--- src/rtl/vis_pkg.sv ---
package vis_pkg;

  localparam int unsigned COORD_W    = 11;
  localparam int unsigned PIXCNT_W   = 22;
  localparam int unsigned FRAMECNT_W = 16;

  typedef enum logic [1:0] {
    SYNC,
    FRAME,
    WAIT,
    LATCH
  } state_e;

endpackage

--- src/rtl/video_timing_cnt.sv ---
// Video timing tracker: vsync/de edge detection, per-frame column/line/mask
// counters with line geometry error flag, and snapshot registers loaded at
// each frame boundary.
//   run           : counters active (held at 0 when low)
//   vs_rise       : vsync rising edge, combinational from current vsync
//   mask_snap     : mask pixel count of the frame just ended
//   line_snap     : line count of the frame just ended
//   line_err_snap : a line of the frame just ended had a bad width/overflow
module video_timing_cnt
  import vis_pkg::*;
#(
  parameter int unsigned IMG_W = 64
) (
  input  logic                clk,
  input  logic                rst,
  input  logic                run,
  input  logic                de,
  input  logic                vsync,
  input  logic                mask,
  output logic                vs_rise,
  output logic [PIXCNT_W-1:0] mask_snap,
  output logic [COORD_W-1:0]  line_snap,
  output logic                line_err_snap
);

  logic                vsync_q;
  logic                de_q;
  logic                de_fall;
  logic [COORD_W-1:0]  col_q, col_d;
  logic [COORD_W-1:0]  line_q, line_d;
  logic [COORD_W-1:0]  line_snap_q, line_snap_d;
  logic                line_err_q, line_err_d;
  logic                line_err_snap_q, line_err_snap_d;
  logic [PIXCNT_W-1:0] mask_q, mask_d;
  logic [PIXCNT_W-1:0] mask_snap_q, mask_snap_d;

  assign vs_rise = vsync & ~vsync_q;
  assign de_fall = ~de & de_q;

  always_comb begin
    col_d           = col_q;
    line_d          = line_q;
    line_err_d      = line_err_q;
    mask_d          = mask_q;
    line_snap_d     = line_snap_q;
    line_err_snap_d = line_err_snap_q;
    mask_snap_d     = mask_snap_q;

    // snapshot takes the pre-clear counter values of the ending frame
    if (run && vs_rise) begin
      line_snap_d     = line_q;
      line_err_snap_d = line_err_q;
      mask_snap_d     = mask_q;
    end

    if (!run || vs_rise) begin
      col_d      = '0;
      line_d     = '0;
      line_err_d = 1'b0;
      mask_d     = '0;
    end else begin
      if (de) begin
        col_d = col_q + 1'b1;
        if (col_q == '1) begin
          line_err_d = 1'b1;
        end
      end
      if (de_fall) begin
        if (col_q != COORD_W'(IMG_W)) begin
          line_err_d = 1'b1;
        end
        if (line_q == '1) begin
          line_err_d = 1'b1;
        end
        line_d = line_q + 1'b1;
        col_d  = '0;
      end
      if (de && mask && (mask_q != '1)) begin
        mask_d = mask_q + 1'b1;
      end
    end
  end

  always_ff @(posedge clk) begin
    if (rst) begin
      vsync_q         <= 1'b0;
      de_q            <= 1'b0;
      col_q           <= '0;
      line_q          <= '0;
      line_err_q      <= 1'b0;
      mask_q          <= '0;
      line_snap_q     <= '0;
      line_err_snap_q <= 1'b0;
      mask_snap_q     <= '0;
    end else begin
      vsync_q         <= vsync;
      de_q            <= de;
      col_q           <= col_d;
      line_q          <= line_d;
      line_err_q      <= line_err_d;
      mask_q          <= mask_d;
      line_snap_q     <= line_snap_d;
      line_err_snap_q <= line_err_snap_d;
      mask_snap_q     <= mask_snap_d;
    end
  end

  assign mask_snap     = mask_snap_q;
  assign line_snap     = line_snap_q;
  assign line_err_snap = line_err_snap_q;

endmodule

--- src/rtl/circle_overlay_ctrl.sv ---
// Frame-level sequencer for the circle overlay: validates the centroid once
// per frame and drives circle centre, overlay enable and status.
//   clk/rst               : pixel clock, synchronous active-high reset
//   de/hsync/vsync/mask   : video timing and object mask
//   x_center/y_center     : centroid from the centroid stage
//   x_out/y_out           : validated circle centre
//   overlay_en/update     : draw enable, 1-cycle reload pulse
//   geom_err/frame_cnt    : last-frame geometry error, completed frames
module circle_overlay_ctrl
  import vis_pkg::*;
#(
  parameter int unsigned IMG_W       = 64,
  parameter int unsigned IMG_H       = 64,
  parameter int unsigned CENT_LAT    = 4,
  parameter int unsigned MIN_PIXELS  = 16,
  parameter int unsigned LOST_FRAMES = 3
) (
  input  logic                  clk,
  input  logic                  rst,
  input  logic                  de,
  input  logic                  hsync,
  input  logic                  vsync,
  input  logic                  mask,
  input  logic [COORD_W-1:0]    x_center,
  input  logic [COORD_W-1:0]    y_center,
  output logic [COORD_W-1:0]    x_out,
  output logic [COORD_W-1:0]    y_out,
  output logic                  overlay_en,
  output logic                  update,
  output logic                  geom_err,
  output logic [FRAMECNT_W-1:0] frame_cnt
);

  state_e                state_q, state_d;
  logic [3:0]            wait_q, wait_d;
  logic [3:0]            miss_q, miss_d;
  logic [COORD_W-1:0]    x_q, x_d;
  logic [COORD_W-1:0]    y_q, y_d;
  logic                  en_q, en_d;
  logic                  upd_q, upd_d;
  logic                  geom_q, geom_d;
  logic [FRAMECNT_W-1:0] frame_cnt_q, frame_cnt_d;
  logic                  geom_new;
  logic                  valid;

  logic                  run;
  logic                  vs_rise;
  logic [PIXCNT_W-1:0]   mask_snap;
  logic [COORD_W-1:0]    line_snap;
  logic                  line_err_snap;
  logic                  unused_hsync;

  assign unused_hsync = hsync;
  assign run          = (state_q != SYNC);

  video_timing_cnt #(
    .IMG_W(IMG_W)
  ) u_timing (
    .clk          (clk),
    .rst          (rst),
    .run          (run),
    .de           (de),
    .vsync        (vsync),
    .mask         (mask),
    .vs_rise      (vs_rise),
    .mask_snap    (mask_snap),
    .line_snap    (line_snap),
    .line_err_snap(line_err_snap)
  );

  always_comb begin
    state_d     = state_q;
    wait_d      = wait_q;
    miss_d      = miss_q;
    x_d         = x_q;
    y_d         = y_q;
    upd_d       = 1'b0;
    geom_d      = geom_q;
    frame_cnt_d = frame_cnt_q;
    geom_new    = 1'b0;
    valid       = 1'b0;

    unique case (state_q)
      SYNC: begin
        if (vs_rise) begin
          state_d = FRAME;
        end
      end
      FRAME: begin
        if (vs_rise) begin
          state_d = WAIT;
          wait_d  = 4'(CENT_LAT - 1);
        end
      end
      WAIT: begin
        if (vs_rise) begin
          geom_d = 1'b1;
          wait_d = 4'(CENT_LAT - 1);
        end else if (wait_q == '0) begin
          state_d = LATCH;
        end else begin
          wait_d = wait_q - 1'b1;
        end
      end
      LATCH: begin
        frame_cnt_d = frame_cnt_q + 1'b1;
        geom_new    = (line_snap != COORD_W'(IMG_H)) | line_err_snap;
        geom_d      = geom_new;
        valid       = !geom_new && (mask_snap >= PIXCNT_W'(MIN_PIXELS));
        if (valid) begin
          x_d    = x_center;
          y_d    = y_center;
          miss_d = '0;
          upd_d  = 1'b1;
        end else if (miss_q < 4'(LOST_FRAMES)) begin
          miss_d = miss_q + 1'b1;
        end
        // a new frame boundary landing on LATCH starts the next wait directly
        if (vs_rise) begin
          state_d = WAIT;
          wait_d  = 4'(CENT_LAT - 1);
        end else begin
          state_d = FRAME;
        end
      end
      default: state_d = SYNC;
    endcase

    en_d = (miss_d < 4'(LOST_FRAMES));
  end

  always_ff @(posedge clk) begin
    if (rst) begin
      state_q     <= SYNC;
      wait_q      <= '0;
      miss_q      <= 4'(LOST_FRAMES);
      x_q         <= '0;
      y_q         <= '0;
      en_q        <= 1'b0;
      upd_q       <= 1'b0;
      geom_q      <= 1'b0;
      frame_cnt_q <= '0;
    end else begin
      state_q     <= state_d;
      wait_q      <= wait_d;
      miss_q      <= miss_d;
      x_q         <= x_d;
      y_q         <= y_d;
      en_q        <= en_d;
      upd_q       <= upd_d;
      geom_q      <= geom_d;
      frame_cnt_q <= frame_cnt_d;
    end
  end

  assign x_out      = x_q;
  assign y_out      = y_q;
  assign overlay_en = en_q;
  assign update     = upd_q;
  assign geom_err   = geom_q;
  assign frame_cnt  = frame_cnt_q;

endmodule

--- config.mk ---
export PLATFORM = sky130hd
export DESIGN_NAME = circle_overlay_ctrl
export DESIGN_NICKNAME = d
export VERILOG_FILES = /design/src/rtl/vis_pkg.sv /design/src/rtl/video_timing_cnt.sv /design/src/rtl/circle_overlay_ctrl.sv
export SDC_FILE = /design/constraint.sdc
export NUM_CORES = 1
export LEC_CHECK = 0
export ABC_AREA = 0
export BUFFER_PORTS_ARGS = -buffer_cell sky130_fd_sc_hd__buf_2
export CORE_AREA = 5 5 145 147
export CTS_CLUSTER_DIAMETER = 120
export CTS_CLUSTER_SIZE = 8
export DETAILED_ROUTE_END_ITERATION = 6
export DIE_AREA = 0 0 150 152
export PLACE_DENSITY_LB_ADDON = 0.15
export REMOVE_ABC_BUFFERS = 1
export SLEW_MARGIN = 20
export SYNTH_ARGS = -nofsm -noshare
export SYNTH_HDL_FRONTEND = slang
export SYNTH_HIERARCHICAL = 1
export SYNTH_SLANG_ARGS = --single-unit
--- constraint.sdc ---
create_clock -name clk -period 2 [get_ports clk]
set_input_delay 0 -clock clk [delete_from_list [all_inputs] [get_ports clk]]
set_output_delay 0 -clock clk [all_outputs]
set_load 0.01 [all_outputs]
# After elaboration in Yosys (flattened, before gate mapping)
# Cells that the tools add are included.
# totals
regBits	132
input_bits	28
wordCells	89
# classes
addsub	6
n_lt_le_gt_ge	3
eq_ne	15
muxes	21
n_bitwise	6
reduce_logical	20
# ops
cell	n
two-way mux 4 bit	6
adder 11 x 1 -> 11 bit (second input constant)	2
adder 22 x 1 -> 22 bit (second input constant)	1
equality test 11 bit (second input constant)	2
greater-or-equal comparator 22 x 5 -> 1 bit (second input constant)	1
inequality test 11 x 7 -> 1 bit (second input constant)	2
inequality test 22 bit (second input constant)	1
adder 16 x 1 -> 16 bit (second input constant)	1
two-way mux 2 bit	5
less-than comparator 4 x 2 -> 1 bit (second input constant)	2
inequality test 2 x 1 -> 1 bit (second input constant)	4
one-hot mux 2 bit (4 select lines)	1
one-hot mux 4 bit (2 select lines)	1
two-way mux 1 bit	7
nonzero test 2 bit	3
OR reduction 2 bit	3
adder 4 x 1 -> 4 bit (second input constant)	1
equality test 2 bit (second input constant)	2
logical AND 1 bit	4
logical NOT 4 bit	1
inequality test 2 bit (second input constant)	2
AND reduction 2 bit	2
AND reduction 4 bit	1
subtractor 4 x 1 -> 4 bit (second input constant)	1
other kinds (11)	15

# Logic depth before layout (Yosys ltp)
# Gate-level depths: netlist (run 1).
# logic_depth
ltp_word	7
ltp_mapped	8
ltp_nobuf	6

# By module
# Netlist (run 1), hierarchy kept.
# by_module_without_submodules
mod	n_inst	cells_per_inst	area_each_um2	seq_area_each_um2
video_timing_cnt	1	394	3310.7	1621.6
circle_overlay_ctrl	1	256	2413.6	1021.0

# Worst setup path before layout (run 1)
# Ideal clock, no wire load.
# synth_path
path_type	register to register
from	register state_q[0]
to	register u_timing.line_err_q
t_arrival_ns	1.772
slack_ns	0.153
path_stages_with_launch	8
path_buffers	3
cell_sequence	dfxtp_1 clkbuf_1 nor2_1 inv_1 or3b_2 buf_4 clkbuf_1 o22ai_1
# synth_between
elab_chain_cells	4
# synth_rtl
element	line_no	text
from (decl)	circle_overlay_ctrl.sv:34	state_e state_q, state_d;
from (signal assigned)	circle_overlay_ctrl.sv:144	state_q <= state_d;
nonzero test 2 bit	circle_overlay_ctrl.sv:54	assign run = (state_q != SYNC);
via run	circle_overlay_ctrl.sv:46	logic run;
logical NOT 1 bit	video_timing_cnt.sv:56	if (!run || vs_rise) begin
logical OR 1 bit	video_timing_cnt.sv:56	
OR reduction 2 bit (no source line)	-	
to (signal assigned)	video_timing_cnt.sv:100	line_err_q <= line_err_d;
to (decl)	video_timing_cnt.sv:32	logic line_err_q, line_err_d;
# The timed path passes the listed nets, and every way through them passes these cells.
# A chain may end at the register's enable or synchronous reset.

# Worst setup path in the final report (run 1)
# layout_path
from	register u_timing.line_snap_q[1] (netlist: u_timing/line_snap[1])
to	register y_q[1] (netlist: y_out[1])
# layout_between
elab_chain_cells	5
# layout_rtl
element	line_no	text
from (decl)	video_timing_cnt.sv:31	logic [COORD_W-1:0] line_snap_q, line_snap_d;
from (signal assigned)	video_timing_cnt.sv:102	line_snap_q <= line_snap_d;
inequality test 11 x 7 -> 1 bit	circle_overlay_ctrl.sv:107	geom_new = (line_snap != COORD_W'(IMG_H)) | line_err_snap;
bitwise OR 1 bit	circle_overlay_ctrl.sv:107	
logical NOT 1 bit	circle_overlay_ctrl.sv:109	valid = !geom_new && (mask_snap >= PIXCNT_W'(MIN_PIXELS));
logical AND 1 bit	circle_overlay_ctrl.sv:109	
AND reduction 2 bit (no source line)	-	
to (signal assigned)	circle_overlay_ctrl.sv:148	y_q <= y_d;
to (decl)	circle_overlay_ctrl.sv:38	logic [COORD_W-1:0] y_q, y_d;
# Every way passes these cells.

==> results of run 1 <==
==> routing by layer <==
layer,part of all wire,routed length [µm],up-vias
met5,0,0,-
met4,0.0093,121,0
met3,0.053,695,8
met2,0.44,5740,84
met1,0.50,6480,2170
li1,-,-,2389
==> state kept, by name, indices dropped and copies added, names as in the netlist, 2 cells and up <==
name,count
miss_q,4
u_timing/mask_snap,18
u_timing/line_snap,11
frame_cnt,16
u_timing/mask_q,22
wait_q,4
x_out,11
y_out,11
u_timing/col_q,11
u_timing/line_q,11
state_q,2
==> what timing repair did <==
item                       in CTS  in global routing
buffers inserted                0                  3
setup endpoints to repair       0                 23
hold buffers                   24                  0
resized for setup               0                  2
hold endpoints to repair       24                  0
==> through the flow <==
step                      hold WS [ps]  TNS, ps  power (mW)  std cells
final                              130        0        6.38       1029
after global routing               165    -12.4        6.64       1029
after CTS                          109        0        6.49       1025
after detailed placement           239        0        2.94        969
after global placement             229        0        2.93        969
after floorplan                   69.1    -9930        2.80        603
==> critical path, cell delays in order, from the launching register on <==
cell	delay, ps
dfxtp_1	310
or4b_4	550
nor4_4	290
o31a_1	200
buf_6	120
clkbuf_16	170
mux2i_1	190
==> worst max-delay path by stage <==
stage | end | slack [ps] | cells after the start
CTS | x_out[4] | 30 | 5
finish | y_out[1] | 80 | 6
detailed placement | y_out[1] | 30 | 5
global route | x_out[2] | -8 | 6
global placement | x_out[8] | 120 | 5
floorplan | x_out[0] | -400 | 4
==> area by class of cell <==
| cell class | instances | area share |
|---|---|---|
| clock buffer | 20 | 0.0612 |
| clock inverter | 12 | 0.0291 |
| inverter | 15 | 0.00771 |
| multi-input combinational | 460 | 0.386 |
| sequential | 128 | 0.351 |
| tap | 270 | 0.0463 |
| timing repair buffer | 124 | 0.119 |
==> power by group through the flow <==
stage | sequential (mW) | combinational, mW | clock, mW
finish | 2.59 | 0.327 | 3.47
global route | 2.59 | 0.364 | 3.68
CTS | 2.59 | 0.332 | 3.56
detailed placement | 2.65 | 0.294 | 0
global placement | 2.65 | 0.288 | 0
floorplan | 2.65 | 0.154 | 0
==> metrics.txt, run 1 <==
status=complete, no violations; critical path startpoint=u_timing/line_snap[1]; dpl ws=approximately 30 ps; flop-to-flop setup slack=between 80 and 90 ps; global-route wire length before repair=roughly 21000 µm; Setup WS post-layout=roughly 85 ps; most frequent cells in the layout=128 x dfxtp_1, 88 x nand2_1, 67 x nor2_1, 67 x buf_2, 46 x nand2b_1; I/O Buffers=67; post-DR wirelength/cell=12.7 µm; Max Fclk=522 MHz; hold path startpoint=mask; largest net degree at the start of global routing=69; reg2reg end=y_out[1]; Hold Vio Cnt, Final=0; core footprint=a little under 0.02 mm²; Leakage=about 2.7 nW; Startpoint Class=register; area occupied by multi-input gates=0.00282 mm²; YS warnings=6; fin nets=between 700 and 800; commonest non-fill, non-tap cell in the layout=dfxtp_1; share of layout cells above drive strength 1=0.191; initial core utilization=0.283; combinational power share=0.051; H-tree Lvls=4; routability cong.=approximately 0.8; # diodes=0; Reg area=0.00256 mm²; net switching power=roughly 1.3 mW; clock root buffer=clkbuf_16; syn avg cell area=roughly 9 µm²; Horiz. Die Dim=150 µm; Hold Path Sink=u_timing/mask_q[19]; Max IR drop VDD=~0.53 mV; clock network fraction of total power=0.543; Final Routed Wirelength=13000 µm; Clock Sink Count=approximately 130; met2 Use GR=0.177; CTS tree=built; Placed Area=~0.0063 mm²; Clock Latency Late Sink=410 ps; First-pass DRT Iterations=4; Reg2Reg Depth=6; M3 GR Usage=0.0328; Synth Instances=around 630; Pins Over Slew Limit=0; Core Util, Final=0.369; reg2reg start=u_timing/line_snap[1]; Final Setup Violations=0; antenna violations before repair=0; crit path DAT=between 2000 and 2500 ps; vias=~4700; DR vias/cell=about 4.5; critical path fanouts, max=12; Tcrit/Tclk final=0.958; Slew HR=0.635; Filler Cell Count=roughly 2000; post-layout minimum cycle time=1920 ps; post-route ant nets=0; CTS clk-pin slew, worst paths=roughly 60 ps; worst clock skew=6.97 ps; hold path cells=5; dpl hpwl=between 8000 and 9000 µm; full die area=between 0.02 and 0.025 mm²; iteration-0 DRC count of the detailed router=about 180; met1 Usage GRT=0.147; Rows=52; total track usage=0.112; crit end category=register; Internal Power=just over 5 mW; global route hottest layer=met2; WP data required=roughly 2300 ps; GR Overflow Total=0; synthesized area=around 0.0056 mm²; drt drc=0; chip height=approximately 150 µm; PD cells=874 mW/mm²; Seq pwr share=0.406; switch share=0.205; total of max-cap violations=0; Ports=between 60 and 70; HP Class=in -> reg; number of global-route vias before repair=about 4500; worst slew pin tran=approximately 550 ps; CTS Buf Count=17; CP Class=reg -> reg; Design Area, Final=around 0.0073 mm²; clk buf depth=2; Area growth syn-to-layout=30.5%
Note: power is estimated with default switching activity, not from simulation.
==> run 2: changes to the inputs <==
RECOVER_POWER = 50   (was not set)
==> metrics.txt, run 2 (synthesized netlist as in run 1, its figures left out) <==
Internal Power=~5.1 mW; vias=4654; WP data required=2340 ps; largest net degree at the start of global routing=69; flop-to-flop setup slack=between 80 and 90 ps; clock network fraction of total power=0.543; reg2reg start=u_timing/line_snap[1]; core footprint=a little under 0.02 mm²; Filler Cell Count=~2100; crit end category=register; Max IR drop VDD=between 0.5 and 0.6 mV; DR vias/cell=around 4.5; Tcrit/Tclk final=0.956; clk buf depth=2; post-layout minimum cycle time=roughly 1900 ps; Largest register FFs=22; post-route setup TNS=0 ps; Clock Sink Count=around 130; # diodes=0; Setup crit end=y_out[1]; Reg2Reg Depth=6; I/O Buffers=67; CTS clk-pin slew, worst paths=around 60 ps; Area growth syn-to-layout=29.2%; Leakage=2.53 nW; total of max-cap violations=0; area occupied by multi-input gates=0.00282 mm²; number of global-route vias before repair=approximately 4500; First-pass DRT Iterations=4; drt drc=0; critical path fanouts, max=12; share of layout cells above drive strength 1=0.132; GR Overflow Total=0; Ports=a little under 70; Placed Cells=~970; routability cong.=between 0.7 and 0.8; Reg area=between 0.002 and 0.003 mm²; worst clock skew=between 6 and 7 ps; critical path startpoint=u_timing/line_snap[1]; hold_ws=~130 ps; full die area=0.0228 mm²; iteration-0 DRC count of the detailed router=between 150 and 200; Horiz. Die Dim=roughly 150 µm; crit path DAT=approximately 2300 ps; fin nets=about 780; CTS tree=built; post-DR wirelength/cell=12.7 µm; Max Fclk=about 520 MHz; Pwr Total=between 6 and 7 mW; CTS Buf Count=17; HP Class=in -> reg; Rows=52; post-route ant nets=0; worst slew pin tran=slightly below 600 ps; dpl ws=30.0 ps; Startpoint Class=register; status=complete, no violations; Final Routed Wirelength=around 13000 µm; total track usage=0.112; dpl hpwl=8900 µm; combinational power share=0.050; Seq pwr share=0.406; Pins Over Slew Limit=0; net switching power=roughly 1.3 mW; initial core utilization=0.283; Final Setup Violations=0; global-route wire length before repair=~21000 µm; switch share=0.205; fin cells=between 1000 and 1500; reg2reg end=y_out[1]; antenna violations before repair=0; most frequent cells in the layout=128 x dfxtp_1, 88 x nand2_1, 67 x nor2_1; PD cells=882 mW/mm²; Setup WS post-layout=~89 ps; Hold Vio Cnt, Final=0; Biggest register=u_timing/mask_q; Clock Latency Late Sink=about 410 ps; chip height=approximately 150 µm; commonest non-fill, non-tap cell in the layout=dfxtp_1; Slew HR=0.610; H-tree Lvls=4; CP Class=reg -> reg; clock root buffer=clkbuf_16
-- run 2: cell types whose count changed in the layout (fill, tap and decap cells not counted), sizes merged --
cell	previous run	this run
clkbuf	21	69
buf	99	51
-- run 2: layout make-up --
cell class | count | area share
Timing Repair Buffer | 124 | 0.110
Multi-Input combinational cell | 460 | 0.389
Inverter | 15 | 0.00779
Clock inverter | 12 | 0.0294
Clock buffer | 20 | 0.0618
Tap cell | 270 | 0.0467
Sequential cell | 128 | 0.354
-- run 2: worst min-delay path by stage --
| stage | from | slack, ps | cells after the start | endpoint |
|---|---|---|---|---|
| 5_1_grt | rst | 170 | 3 | state_q[1] |
| 3_5_place_dp | vsync | 240 | 2 | u_timing/vsync_q |
| 3_3_place_gp | vsync | 230 | 2 | u_timing/vsync_q |
| 6_report | mask | 130 | 5 | u_timing/mask_q[19] |
| 4_1_cts | mask | 110 | 5 | u_timing/mask_q[19] |
| 2_1_floorplan | rst | 70 | 1 | frame_cnt[1] |
-- run 2: what timing repair did --
item | 4_1_cts | 5_1_grt
hold buffers | 24 | 0
resized for setup | 0 | 2
buffers inserted | 0 | 3
endpoints found under the setup margin | 0 | 23
endpoints found under the hold margin | 24 | 0
-- run 2: critical path, cell delays in order, from the launching register on --
cell,delay [ps]
dfxtp_1,310
or4b_4,550
nor4_4,290
o31a_1,200
buf_6,120
clkbuf_16,170
mux2i_1,190
-- run 2: power by group through the flow --
stage / combinational (mW) / sequential, mW / clock, mW
final: 0.321 / 2.59 / 3.47
after global routing: 0.358 / 2.59 / 3.68
after CTS: 0.332 / 2.59 / 3.56
after detailed placement: 0.294 / 2.65 / 0
after global placement: 0.288 / 2.65 / 0
after floorplan: 0.154 / 2.65 / 0
-- run 2: per-layer routing --
metal	track usage	vias to the layer above	part of all wire
li1	-	2389	-
met1	0.147	2173	0.50
met2	0.177	84	0.44
met3	0.0328	8	0.050
met4	0.0375	0	0.0092
met5	0	-	0
-- run 2: per-stage QoR --
step | cell area [µm²] | util
floorplan | 5430 | -
detailed placement | 6350 | 0.321
global placement | 6350 | 0.321
global route | 7230 | 0.366
CTS | 7250 | 0.367
finish | 7230 | 0.366
